### src/rtl/alarm_scheduler.sv
// rtl/alarm_scheduler.sv - multi-channel alarm comparator with ring, dismiss and snooze FSM
// Optional feature: define ALARM_SNOOZE_EN to build the snooze state and target registers.
module alarm_scheduler #(
  parameter int NUM_ALARMS = 4,
  parameter int IDXW       = 2,
  parameter int RING_SECS  = 60,
  parameter int SNOOZE_MIN = 5
) (
  input  logic                  clk,
  input  logic                  rst_n,
  input  logic [4:0]            hour_rtc,
  input  logic [5:0]            min_rtc,
  input  logic [5:0]            sec_rtc,
  input  logic                  wr_en,
  input  logic [IDXW-1:0]       wr_idx,
  input  logic [4:0]            wr_hour,
  input  logic [5:0]            wr_min,
  input  logic [5:0]            wr_sec,
  input  logic                  wr_enable,
  input  logic                  dismiss,
  input  logic                  snooze,
  output logic                  alarm_active,
  output logic [IDXW-1:0]       active_idx,
  output logic                  snoozed,
  output logic [NUM_ALARMS-1:0] pending
);

  localparam logic [IDXW:0] NUM_A     = NUM_ALARMS[IDXW:0];
  localparam logic [7:0]    RING_LAST = 8'(RING_SECS);

  typedef enum logic [1:0] {
    ST_IDLE    = 2'd0,
`ifdef ALARM_SNOOZE_EN
    ST_SNOOZED = 2'd2,
`endif
    ST_RINGING = 2'd1
  } state_e;

  // Channel storage
  logic [4:0] ch_hour_q [NUM_ALARMS];
  logic [5:0] ch_min_q  [NUM_ALARMS];
  logic [5:0] ch_sec_q  [NUM_ALARMS];
  logic       ch_en_q   [NUM_ALARMS];

  logic [5:0]            prev_sec_q;
  logic [NUM_ALARMS-1:0] pending_q;
  state_e                state_q;
  logic [7:0]            ring_cnt_q;
  logic [IDXW-1:0]       active_idx_q;
  logic                  alarm_active_q;

  logic                  sec_edge;
  logic                  wr_ok;
  logic [NUM_ALARMS-1:0] match;
  logic [NUM_ALARMS-1:0] wr_clr;
  logic [NUM_ALARMS-1:0] svc_clr;
  logic [IDXW-1:0]       low_idx;
  logic                  take_pending;
  logic [7:0]            cnt_inc;

  assign sec_edge = (sec_rtc != prev_sec_q);
  assign wr_ok    = wr_en && ({1'b0, wr_idx} < NUM_A);
  assign cnt_inc  = ring_cnt_q + 8'd1;

`ifdef ALARM_SNOOZE_EN
  logic       snoozed_q;
  logic [4:0] tgt_hour_q;
  logic [5:0] tgt_min_q;
  logic [5:0] tgt_sec_q;
  logic [6:0] snz_min_sum;
  logic [4:0] snz_hour;
  logic [5:0] snz_min;
  logic       target_hit;

  // Snooze target: add minutes, carry into the hour, wrap the day at 24h
  always_comb begin
    snz_min_sum = {1'b0, min_rtc} + 7'(SNOOZE_MIN);
    snz_hour    = hour_rtc;
    snz_min     = snz_min_sum[5:0];
    if (snz_min_sum >= 7'd60) begin
      snz_min  = 6'(snz_min_sum - 7'd60);
      snz_hour = (hour_rtc == 5'd23) ? 5'd0 : hour_rtc + 5'd1;
    end
  end

  assign target_hit   = sec_edge && (hour_rtc == tgt_hour_q) &&
                        (min_rtc == tgt_min_q) && (sec_rtc == tgt_sec_q);
  assign take_pending = (|pending_q) &&
                        ((state_q == ST_IDLE) || ((state_q == ST_SNOOZED) && !dismiss));
  assign snoozed      = snoozed_q;
`else
  logic unused_snooze;
  assign unused_snooze = snooze;
  assign take_pending  = (|pending_q) && (state_q == ST_IDLE);
  assign snoozed       = 1'b0;
`endif

  // Per-channel match on second edges against the stored (pre-write) times
  always_comb begin
    match = '0;
    for (int i = 0; i < NUM_ALARMS; i++) begin
      match[i] = sec_edge && ch_en_q[i] && (ch_hour_q[i] == hour_rtc) &&
                 (ch_min_q[i] == min_rtc) && (ch_sec_q[i] == sec_rtc);
    end
  end

  // Lowest-index pending channel wins service
  always_comb begin
    low_idx = '0;
    for (int i = NUM_ALARMS - 1; i >= 0; i--) begin
      if (pending_q[i]) low_idx = IDXW'(i);
    end
  end

  // Pending bits cleared by a write to the channel or by being taken for service
  always_comb begin
    wr_clr  = '0;
    svc_clr = '0;
    if (wr_ok) wr_clr[wr_idx] = 1'b1;
    if (take_pending) svc_clr[low_idx] = 1'b1;
  end

  // Channel time/enable registers, written by the programming strobe
  always_ff @(posedge clk or negedge rst_n) begin
    if (!rst_n) begin
      for (int i = 0; i < NUM_ALARMS; i++) begin
        ch_hour_q[i] <= '0;
        ch_min_q[i]  <= '0;
        ch_sec_q[i]  <= '0;
        ch_en_q[i]   <= 1'b0;
      end
    end else if (wr_ok) begin
      ch_hour_q[wr_idx] <= wr_hour;
      ch_min_q[wr_idx]  <= wr_min;
      ch_sec_q[wr_idx]  <= wr_sec;
      ch_en_q[wr_idx]   <= wr_enable;
    end
  end

  // Track the last seen RTC second to detect second edges
  always_ff @(posedge clk or negedge rst_n) begin
    if (!rst_n) prev_sec_q <= '0;
    else if (sec_edge) prev_sec_q <= sec_rtc;
  end

  // Pending set by matches; a same-cycle match survives a clear
  always_ff @(posedge clk or negedge rst_n) begin
    if (!rst_n) pending_q <= '0;
    else pending_q <= (pending_q & ~wr_clr & ~svc_clr) | match;
  end

  // Ringing FSM with registered outputs
  always_ff @(posedge clk or negedge rst_n) begin
    if (!rst_n) begin
      state_q        <= ST_IDLE;
      ring_cnt_q     <= '0;
      active_idx_q   <= '0;
      alarm_active_q <= 1'b0;
`ifdef ALARM_SNOOZE_EN
      snoozed_q      <= 1'b0;
      tgt_hour_q     <= '0;
      tgt_min_q      <= '0;
      tgt_sec_q      <= '0;
`endif
    end else begin
      case (state_q)
        ST_IDLE: begin
          if (take_pending) begin
            state_q        <= ST_RINGING;
            active_idx_q   <= low_idx;
            ring_cnt_q     <= '0;
            alarm_active_q <= 1'b1;
          end
        end
        ST_RINGING: begin
          if (dismiss) begin
            state_q        <= ST_IDLE;
            alarm_active_q <= 1'b0;
`ifdef ALARM_SNOOZE_EN
          end else if (snooze) begin
            state_q        <= ST_SNOOZED;
            alarm_active_q <= 1'b0;
            snoozed_q      <= 1'b1;
            tgt_hour_q     <= snz_hour;
            tgt_min_q      <= snz_min;
            tgt_sec_q      <= sec_rtc;
`endif
          end else if (sec_edge) begin
            ring_cnt_q <= cnt_inc;
            if (cnt_inc == RING_LAST) begin
              state_q        <= ST_IDLE;
              alarm_active_q <= 1'b0;
            end
          end
        end
`ifdef ALARM_SNOOZE_EN
        ST_SNOOZED: begin
          if (dismiss) begin
            state_q   <= ST_IDLE;
            snoozed_q <= 1'b0;
          end else if (take_pending) begin
            state_q        <= ST_RINGING;
            active_idx_q   <= low_idx;
            ring_cnt_q     <= '0;
            alarm_active_q <= 1'b1;
            snoozed_q      <= 1'b0;
          end else if (target_hit) begin
            state_q        <= ST_RINGING;
            ring_cnt_q     <= '0;
            alarm_active_q <= 1'b1;
            snoozed_q      <= 1'b0;
          end
        end
`endif
        default: begin
          state_q        <= ST_IDLE;
          alarm_active_q <= 1'b0;
        end
      endcase
    end
  end

  assign alarm_active = alarm_active_q;
  assign active_idx   = active_idx_q;
  assign pending      = pending_q;

endmodule

### config.mk
export PLATFORM = sky130hd
export DESIGN_NAME = alarm_scheduler
export DESIGN_NICKNAME = d
export VERILOG_FILES = /design/src/rtl/alarm_scheduler.sv
export SDC_FILE = /design/constraint.sdc
export NUM_CORES = 1
export LEC_CHECK = 0
export CAP_MARGIN = 40
export CORE_ASPECT_RATIO = 1.1
export CORE_UTILIZATION = 55
export CTS_BUF_LIST = sky130_fd_sc_hd__clkbuf_16
export CTS_CLUSTER_SIZE = 24
export DETAILED_ROUTE_END_ITERATION = 10
export DONT_BUFFER_PORTS = 1
export PLACE_DENSITY = 0.79
export SETUP_SLACK_MARGIN = 0.2
export SYNTH_ARGS = -nofsm -noshare
export SYNTH_HDL_FRONTEND = slang
export SYNTH_SLANG_ARGS = --single-unit
export TNS_END_PERCENT = 10
### constraint.sdc
create_clock -name clk -period 2.1 [get_ports clk]
set_clock_uncertainty 0.05 [all_clocks]
set_input_delay 0.42 -clock clk [delete_from_list [all_inputs] [get_ports clk]]
set_output_delay 0.42 -clock clk [all_outputs]
set_load 0.005 [all_outputs]
* Word level (Yosys, flattened, before mapping)
Index checks and enable logic that the tools add are counted.
Cells by class: $lt $le $gt $ge 6, mux-type cells 34, reduce and logical (&&, ||, !) cells 26, $add $sub $neg 1, bitwise gates (word level) 6, equal/unequal tests 20
Operator list (count):
- 24-bit bitwise mux | 2
- 6-bit == test | 8
- 8-bit 2-to-1 mux | 3
- 20-bit bitwise mux | 1
- 5-bit == test | 4
- 1-bit logical AND | 20
- 2-bit 2-to-1 mux | 8
- 8-bit case mux with 2 select lines | 1
- 6-bit demux with 2-bit select | 1
- 5-bit demux with 2-bit select | 1
- 8-bit by 1-bit adder with 8-bit output (second input constant) | 1
- 4-bit bitwise AND | 2
- 8-bit by 6-bit == test with 1-bit output (second input constant) | 1
- 4-bit 2-to-1 mux | 2
- 4-bit inverter | 2
- 1-bit 2-to-1 mux | 7
- 1-bit demux with 2-bit select | 3
- 2-bit by 3-bit less-than comparator with 1-bit output (second input constant) | 2
- 6-bit 2-to-1 mux | 1
- 2-bit inequality test (second input constant) | 3
- 3-bit inequality test (second input constant) | 2
- 6-bit inequality test | 1
- 5-bit 2-to-1 mux | 1
- 4-bit bitwise mux | 1
- 14 further kinds | 15
Word-level totals: output and inout port bits 8, flip-flop bits (word level) 95

* Longest topological paths before layout
Gate-level depths: netlist of run 1.
word-level depth 12, gate-level depth with buffers 6

* Least setup slack after synthesis of run 1
OpenSTA, ideal clock, no wires.
kind input port to flip-flop, from input sec_rtc[1], to register ring_cnt_q[6], setup slack 312 ps, setup time 125 ps, path buffers 1, cell stages on the path 5, data arrival time 1613 ps, path through buf_2 -> xnor2_1 -> nand4_1 -> o21ai_4 -> mux2_2
Between the ends: longest elaborated chain between the ends 3
Ends and longest elaborated chain:
- start, declared | RTL line 13 | input logic [5:0] sec_rtc,
- 6-bit inequality test | RTL line 61 | assign sec_edge = (sec_rtc != prev_sec_q);
- 2-bit inequality test (no line)
- 4-bit AND reduction (no line)
- end signal, assigned | RTL line 189 | ring_cnt_q <= cnt_inc;
- end, declared | RTL line 48 | logic [7:0] ring_cnt_q;
Every way passes these cells. A chain may end at the register's enable or synchronous reset.

* Worst setup path in the final report of run 1
from register pending_q[2], in the netlist pending[2], to register ring_cnt_q[3]
Between the ends: longest elaborated chain between the ends 4
Ends and longest elaborated chain:
- start, declared | RTL line 46 | logic [NUM_ALARMS-1:0] pending_q;
- start signal, assigned | RTL line 149 | else pending_q <= (pending_q & ~wr_clr & ~svc_clr) | match;
- 4-bit OR reduction | RTL line 94 | assign take_pending = (|pending_q) && (state_q == ST_IDLE);
- 1-bit logical AND | RTL line 94
- 2-bit inequality test (no line)
- 4-bit AND reduction (no line)
Every way passes these cells.

==> parameters.txt, run 1 <==
Parameter                              Value

Outcome
  Run status    finished, violations left
  Violations in the final reports    negative hold slack

Setup path
  Worst reg2reg path startpoint    pending[2]
  End point of the critical path    ring_cnt_q[3]
  Origin of the worst setup path    pending[2]
  Crit path launch type    flop
  Critical path data required time    roughly 2.3 ns
  Data arrival time of the critical path    2.01 ns
  Register-to-register setup slack    approximately 0.28 ns
  R2r endpoint    ring_cnt_q[3]
  Worst setup EP type    flop
  Worst Reg-to-Reg Cells    4
  Critical setup path kind    reg2reg
  Critical path peak fanout    6

Routing
  Count of unresolved DRC violations after routing    0
  Average via count per standard cell    between 5 and 6
  Average wire length per cell after detail routing    18.8 um
  First-pass DRT Iterations    4
  Total length of routed wires    a little under 9 mm
  Antenna Violating Nets Remaining    0
  Via total after detailed routing    roughly 2700
  Drt first-iter violations    122

Yosys
  Avg Inst Size Synth    12.5 um2
  Net Count, Synth    407
  Most repeated cell in the gate-level netlist after synthesis    sky130_fd_sc_hd__dfrtp_1
  Proportion of synthesized flip-flops having asynchronous set or reset    1.00
  Number of warnings issued by yosys    0
  Cell count after synthesis    roughly 360
  Post-Syn Area    about 0.0045 mm2
  Top post-synthesis cells by area    sky130_fd_sc_hd__dfrtp_1, sky130_fd_sc_hd__mux2_2, sky130_fd_sc_hd__xor2_1
  Area leader, netlist    sky130_fd_sc_hd__dfrtp_1
  Share of the synthesized area in the top cell type    0.512
  Count of flip-flops with a built-in enable after synthesis    0
  Sequential share of the synthesized area    0.512
  Register bit total from synthesis    93
  Number of distinct standard cells referenced by the synthesized netlist    just over 40
  Post-synth top flop    sky130_fd_sc_hd__dfrtp_1
  Post-synth top cells    sky130_fd_sc_hd__dfrtp_1, sky130_fd_sc_hd__mux2_2, sky130_fd_sc_hd__xor2_1

Layout
  Fraction of layout cells with a size suffix above 1    0.261
  Number of nets in the layout    ~400
  Area growth from synthesis to final layout    6.77%
  Antenna diode count    0
  Post-route cell area    0.00486 mm2

Global routing
  Number of global-route vias before repair    roughly 2900
  Congestion Overflow GR    0
  Global-route usage over all layers    0.221
  Initial antenna violation count    0
  Global-route wire length before repair    around 14 mm
  Largest net degree at the start of global routing    94

Floorplanning
  Die X    roughly 90 um
  Die footprint    ~0.0086 mm2
  Core Rows    34
  Initial Utilization    0.572
  Die height    around 97 um
  I/O Pins    50
  Core area    between 0.007 and 0.008 mm2

Power
  Maximum ir drop on the vdd rail    ~0.00055 V
  Power density over cell area    approximately 890 mW/mm2
  Static leakage    2.06 nW

STA
  Setup repair after global routing missed its margin    false
  Final hold slack    -0.272 ns
  Post-route setup TNS    0 ns
  Minimum period implied by the final worst setup slack    1.82 ns
  Share of the clock period used by the worst path after layout    0.865
  Hold Vio Cnt, Final    93
  Worst Tran Pin Value    ~0.54 ns
  Final-report setup violation count    0
  Worst slew margin relative to its limit    0.637
  F_max    550 MHz
  Max Transition Viols Final    0

Clock tree
  # resized after CTS    0
  Clock transition at the registers of the reported paths    roughly 0.06 ns
  Skew-Pair Late Insertion Delay    0.33 ns
  Clk Tree Root Cell    sky130_fd_sc_hd__clkbuf_16
  Number of levels in the clock H-tree    3
  Sink Count    93
  Clock tree from TritonCTS    done
  Number of buffers created by CTS    9
  Post-CTS Setup Inserts    0
  Max Buffers Root-to-Sink    2

Place
  Routability Congestion    about 0.85
  Count of buffers inserted at the top-level ports    0
  Placed inst area    roughly 0.0046 mm2
  Estimated wirelength of the detail-placed design    between 6 and 7 mm

Min path
  Worst hold-check path type    in2async

Run
  Number of violations of the max-capacitance limit    0
## worst max-delay path: stages, from the launching register on
cell and delay, ns:
sky130_fd_sc_hd__dfrtp_1 0.45, sky130_fd_sc_hd__or4_4 0.56, sky130_fd_sc_hd__a211o_1 0.32, sky130_fd_sc_hd__a2bb2oi_2 0.17, sky130_fd_sc_hd__o221ai_1 0.18
## report_power, final
part	internal (W)	switching (W)
clock network	0.000772	0.000624
registers	0.00208	0.000193
logic	0.000386	0.000264
## per-layer routing
layer,vias to the layer above,wire (um),track usage
li1,1241,-,-
met1,1367,3760,0.285
met3,10,487,0.0654
met4,0,113,0.0571
met5,-,0,0
met2,60,4450,0.361
## per-stage QoR
step / utilization / instances / setup slack (ns) / hold slack, ns / total power, W
finish: 0.610 / 468 / 0.283 / -0.272 / 0.00432
global placement: 0.579 / 454 / 0.313 / 0.0764 / 0.00291
detailed placement: 0.579 / 454 / 0.260 / 0.0763 / 0.00296
CTS: 0.610 / 468 / 0.274 / -0.276 / 0.00434
global route: 0.610 / 468 / 0.217 / -0.286 / 0.00449
floorplan: - / 363 / 0.312 / 0.0744 / 0.00281
## area by class of cell
type | count | area [um2]
Fill cell | 644 | 3100
Sequential cell | 93 | 2330
Multi-Input combinational cell | 240 | 2080
Clock buffer | 9 | 225
Tap cell | 108 | 135
Timing Repair Buffer | 5 | 37.5
Inverter | 8 | 30.0
Clock inverter | 5 | 21.3
## cells in the final DEF, fill, tap and decap left out, drive strengths merged, types with 2 or more instances in the layout
master,Yosys,layout
buf,10,5
clkbuf,12,9
clkinv,0,4
dfrtp,93,93
ha,2,2
inv,8,9
mux2,73,73
mux2i,2,2
nand2,10,10
nand3,13,13
nand3b,2,2
nor2,9,9
nor3,2,2
nor4,17,17
o211ai,3,3
o21ai,4,4
o221ai,4,4
o22a,2,2
o31ai,3,3
or2b,2,2
xnor2,11,11
xor2,67,67
## worst min path at each step
stage / start / end / slack (ns) / cells past startpoint
after global routing: rst_n / ring_cnt_q[7] / -0.29 / 0
after detailed placement: rst_n / ring_cnt_q[7] / 0.08 / 0
after floorplan: rst_n / active_idx[0] / 0.07 / 0
after global placement: rst_n / ring_cnt_q[7] / 0.08 / 0
after CTS: rst_n / ring_cnt_q[7] / -0.28 / 0
final: rst_n / ring_cnt_q[4] / -0.27 / 0
## cells by family (layout without fill, tap and decap cells)
family	after synthesis	in the layout	synth area share
adder cells (fa/ha/maj)	2	2	0.00550
multiplexers	75	75	0.185
other	1	1	0.000825
AND/OR/NAND/NOR	61	61	0.0726
flip-flops	93	93	0.512
XOR/XNOR	78	78	0.150
buffers and inverters	30	27	0.0322
AO/OA/AOI/OAI	23	23	0.0418
## state kept, by name, indices dropped and copies added, names as in the netlist
register      count
ch_min_q         24
ch_sec_q         24
ch_hour_q        20
ring_cnt_q        8
prev_sec_q        6
ch_en_q           4
pending           4
active_idx        2
alarm_active      1
Power figures use the tool's default switching activity.
==> inputs of run 2 (changes only) <==
--- a/config.mk
+++ b/config.mk
@@ -7,6 +7,7 @@
 export LEC_CHECK = 0
 export CAP_MARGIN = 40
 export CORE_ASPECT_RATIO = 1.1
+export CORE_MARGIN = 4
 export CORE_UTILIZATION = 55
 export CTS_BUF_LIST = sky130_fd_sc_hd__clkbuf_16
 export CTS_CLUSTER_SIZE = 24
==> parameters.txt, run 2 (synthesis gave the netlist of run 1 again) <==
Parameter                              Value

Outcome
  Run status    finished, violations left (unchanged)
  Violations in the final reports    negative hold slack (unchanged)

Layout
  Antenna diode count    0 (unchanged)
  Number of nets in the layout    401 (unchanged)
  Fraction of layout cells with a size suffix above 1    0.271 (was 0.261)
  Fillers    656 (was 644)
  Multi-input combinational cell area    0.00208 mm2 (unchanged)
  Most frequent cells in the layout    sky130_fd_sc_hd__dfrtp_1, sky130_fd_sc_hd__mux2_2, sky130_fd_sc_hd__xor2_1 (unchanged)
  Most common cell after layout, fill and taps aside    sky130_fd_sc_hd__dfrtp_1 (unchanged)
  Area growth from synthesis to final layout    8.83% (was 6.77%)
  Register area    0.00233 mm2 (about the same)
  Largest registers    ch_min_q: 24 flops, ch_sec_q: 24 flops, ch_hour_q: 20 flops (unchanged)
  Final cell count without fillers    470 (was 468)

Place
  Routability Congestion    0.792 (was 0.851)
  Count of buffers inserted at the top-level ports    0 (unchanged)
  Placed cell count    454 (unchanged)
  Estimated wirelength of the detail-placed design    6.42 mm (was 6.33 mm)
  Pre-CTS WS    0.257 ns (was 0.260 ns)

Clock tree
  Clk Tree Root Cell    sky130_fd_sc_hd__clkbuf_16 (unchanged)
  Max Buffers Root-to-Sink    2 (unchanged)
  Sink Count    93 (unchanged)
  Clock transition at the registers of the reported paths    0.06 ns (about the same)
  Clock tree from TritonCTS    done (unchanged)
  Number of levels in the clock H-tree    3 (unchanged)
  Skew-Pair Late Insertion Delay    0.34 ns (was 0.33 ns)
  Number of buffers created by CTS    9 (unchanged)

Routing
  Average wire length per cell after detail routing    19.2 um (was 18.8 um)
  Detail Route met2 WL    4.55 mm (was 4.45 mm)
  Uppermost layer routed    met4 (unchanged)
  Average via count per standard cell    5.76 (was 5.72)
  Count of unresolved DRC violations after routing    0 (unchanged)
  Total length of routed wires    9.05 mm (was 8.81 mm)
  First-pass DRT Iterations    4 (unchanged)
  Via total after detailed routing    2707 (was 2678)
  Antenna Violating Nets Remaining    0 (unchanged)
  Drt first-iter violations    149 (was 122)
  Total routed wire length on the met1 layer    3.75 mm (was 3.76 mm)
  Sum of met3 wire segment lengths after detailed routing    553 um (was 487 um)

STA
  Worst Tran Pin Value    0.547 ns (was 0.539 ns)
  Setup repair after global routing missed its margin    true (was false)
  Worst slew margin relative to its limit    0.632 (was 0.637)
  Final-report setup violation count    0 (unchanged)
  F_max    544 MHz (was 550 MHz)
  Hold Vio Cnt, Final    93 (unchanged)
  Minimum period implied by the final worst setup slack    1.84 ns (was 1.82 ns)
  Post-route setup TNS    0 ns (unchanged)
  Worst-case setup margin in the final layout    0.261 ns (was 0.283 ns)
  Final hold slack    -0.279 ns (was -0.272 ns)
  Share of the clock period used by the worst path after layout    0.876 (was 0.865)
  Max Transition Viols Final    0 (unchanged)

Floorplanning
  Core Rows    34 (unchanged)
  Die height    103 um (was 97.4 um)
  Initial Utilization    0.569 (was 0.572)
  Die X    94.7 um (was 88.7 um)
  I/O Pins    50 (unchanged)
  Die footprint    0.00979 mm2 (was 0.00864 mm2)
  Core area    0.00800 mm2 (was 0.00796 mm2)

Setup path
  Critical setup path kind    reg2reg (unchanged)
  Worst setup EP type    flop (unchanged)
  Critical path peak fanout    6 (unchanged)
  Register-to-register setup slack    0.26 ns (was 0.28 ns)
  Data arrival time of the critical path    2.04 ns (was 2.01 ns)
  Critical path data required time    2.30 ns (was 2.29 ns)
  Worst reg2reg path startpoint    pending[2] (unchanged)
  Crit path launch type    flop (unchanged)
  R2r endpoint    ring_cnt_q[5] (was ring_cnt_q[3])
  Worst Reg-to-Reg Cells    4 (unchanged)

Global routing
  Initial antenna violation count    0 (unchanged)
  Global-route usage over all layers    0.202 (was 0.221)
  Global-route wire length before repair    14.7 mm (was 14.1 mm)
  Number of global-route vias before repair    2985 (was 2902)
  Congestion Overflow GR    0 (unchanged)
  Largest net degree at the start of global routing    94 (unchanged)

Power
  Maximum ir drop on the vdd rail    0.000544 V (was 0.000548 V)
  Power density over cell area    959 mW/mm2 (was 889 mW/mm2)
  Static leakage    2.09 nW (was 2.06 nW)

Min path
  Worst hold-check path type    in2async (unchanged)

Run
  Number of violations of the max-capacitance limit    0 (unchanged)
==> run 2: changes by cell type in the layout (fill, tap and decap cells not counted) <==
cell	previous run	this run
sky130_fd_sc_hd__dfrtp_1	93	92
sky130_fd_sc_hd__bufinv_16	0	3
sky130_fd_sc_hd__clkinv_4	0	1
sky130_fd_sc_hd__clkinv_2	2	0
sky130_fd_sc_hd__dfrtp_2	0	1
sky130_fd_sc_hd__clkinvlp_4	0	1
sky130_fd_sc_hd__inv_1	9	8
==> run 2: metal layers <==
layer / up-vias / track usage
met1: 1367 / 0.238
li1: 1249 / -
met4: 0 / 0.0877
met3: 15 / 0.0514
met5: - / 0
met2: 76 / 0.350
==> run 2: what timing repair did <==
| action | 4_1_cts | 5_1_grt |
|---|---|---|
| setup endpoints to repair | 0 | 4 |
| buffers inserted | 0 | 0 |
| resized for setup | 0 | 1 |
| hold endpoints to repair | 93 | 93 |
==> run 2: worst max path at each step <==
stage	start	endpoint	slack [ns]	cells past startpoint
after detailed placement	pending[2]	ring_cnt_q[5]	0.26	4
after floorplan	sec_rtc[1]	ring_cnt_q[6]	0.31	5
after global routing	pending[2]	ring_cnt_q[2]	0.19	4
after CTS	pending[2]	ring_cnt_q[5]	0.24	4
final	pending[2]	ring_cnt_q[5]	0.26	4
after global placement	pending[2]	ring_cnt_q[4]	0.31	4
==> run 2: per-stage QoR <==
| step | power, W | cell area (um2) | util | hold slack, ns |
|---|---|---|---|---|
| floorplan | 0.00281 | 4550 | - | 0.0744 |
| global placement | 0.00291 | 4610 | 0.576 | 0.0766 |
| detailed placement | 0.00295 | 4610 | 0.576 | 0.0764 |
| CTS | 0.00478 | 4950 | 0.619 | -0.288 |
| global route | 0.00495 | 4950 | 0.619 | -0.288 |
| finish | 0.00475 | 4950 | 0.619 | -0.279 |
==> run 2: area by class of cell <==
| cell class | count | area share |
|---|---|---|
| clock inverter | 7 | 0.0230 |
| tap | 108 | 0.0273 |
| clock buffer | 9 | 0.0455 |
| multi-input combinational | 240 | 0.420 |
| sequential | 93 | 0.470 |
| timing repair buffer | 5 | 0.00758 |
| inverter | 8 | 0.00607 |
==> run 2: worst max-delay path: stages (launching register included) <==
cell	delay (ns)
sky130_fd_sc_hd__dfrtp_2	0.45
sky130_fd_sc_hd__or4_4	0.55
sky130_fd_sc_hd__a211o_1	0.31
sky130_fd_sc_hd__a2bb2oi_2	0.18
sky130_fd_sc_hd__o221ai_1	0.21
==> run 2: power by group <==
| part | internal, W | total (W) | switching (W) | leakage [nW] |
|---|---|---|---|---|
| clock network | 0.00116 | 0.00183 | 0.000676 | 0.161 |
| logic | 0.000385 | 0.000647 | 0.000263 | 0.805 |
| registers | 0.00208 | 0.00227 | 0.000189 | 1.12 |
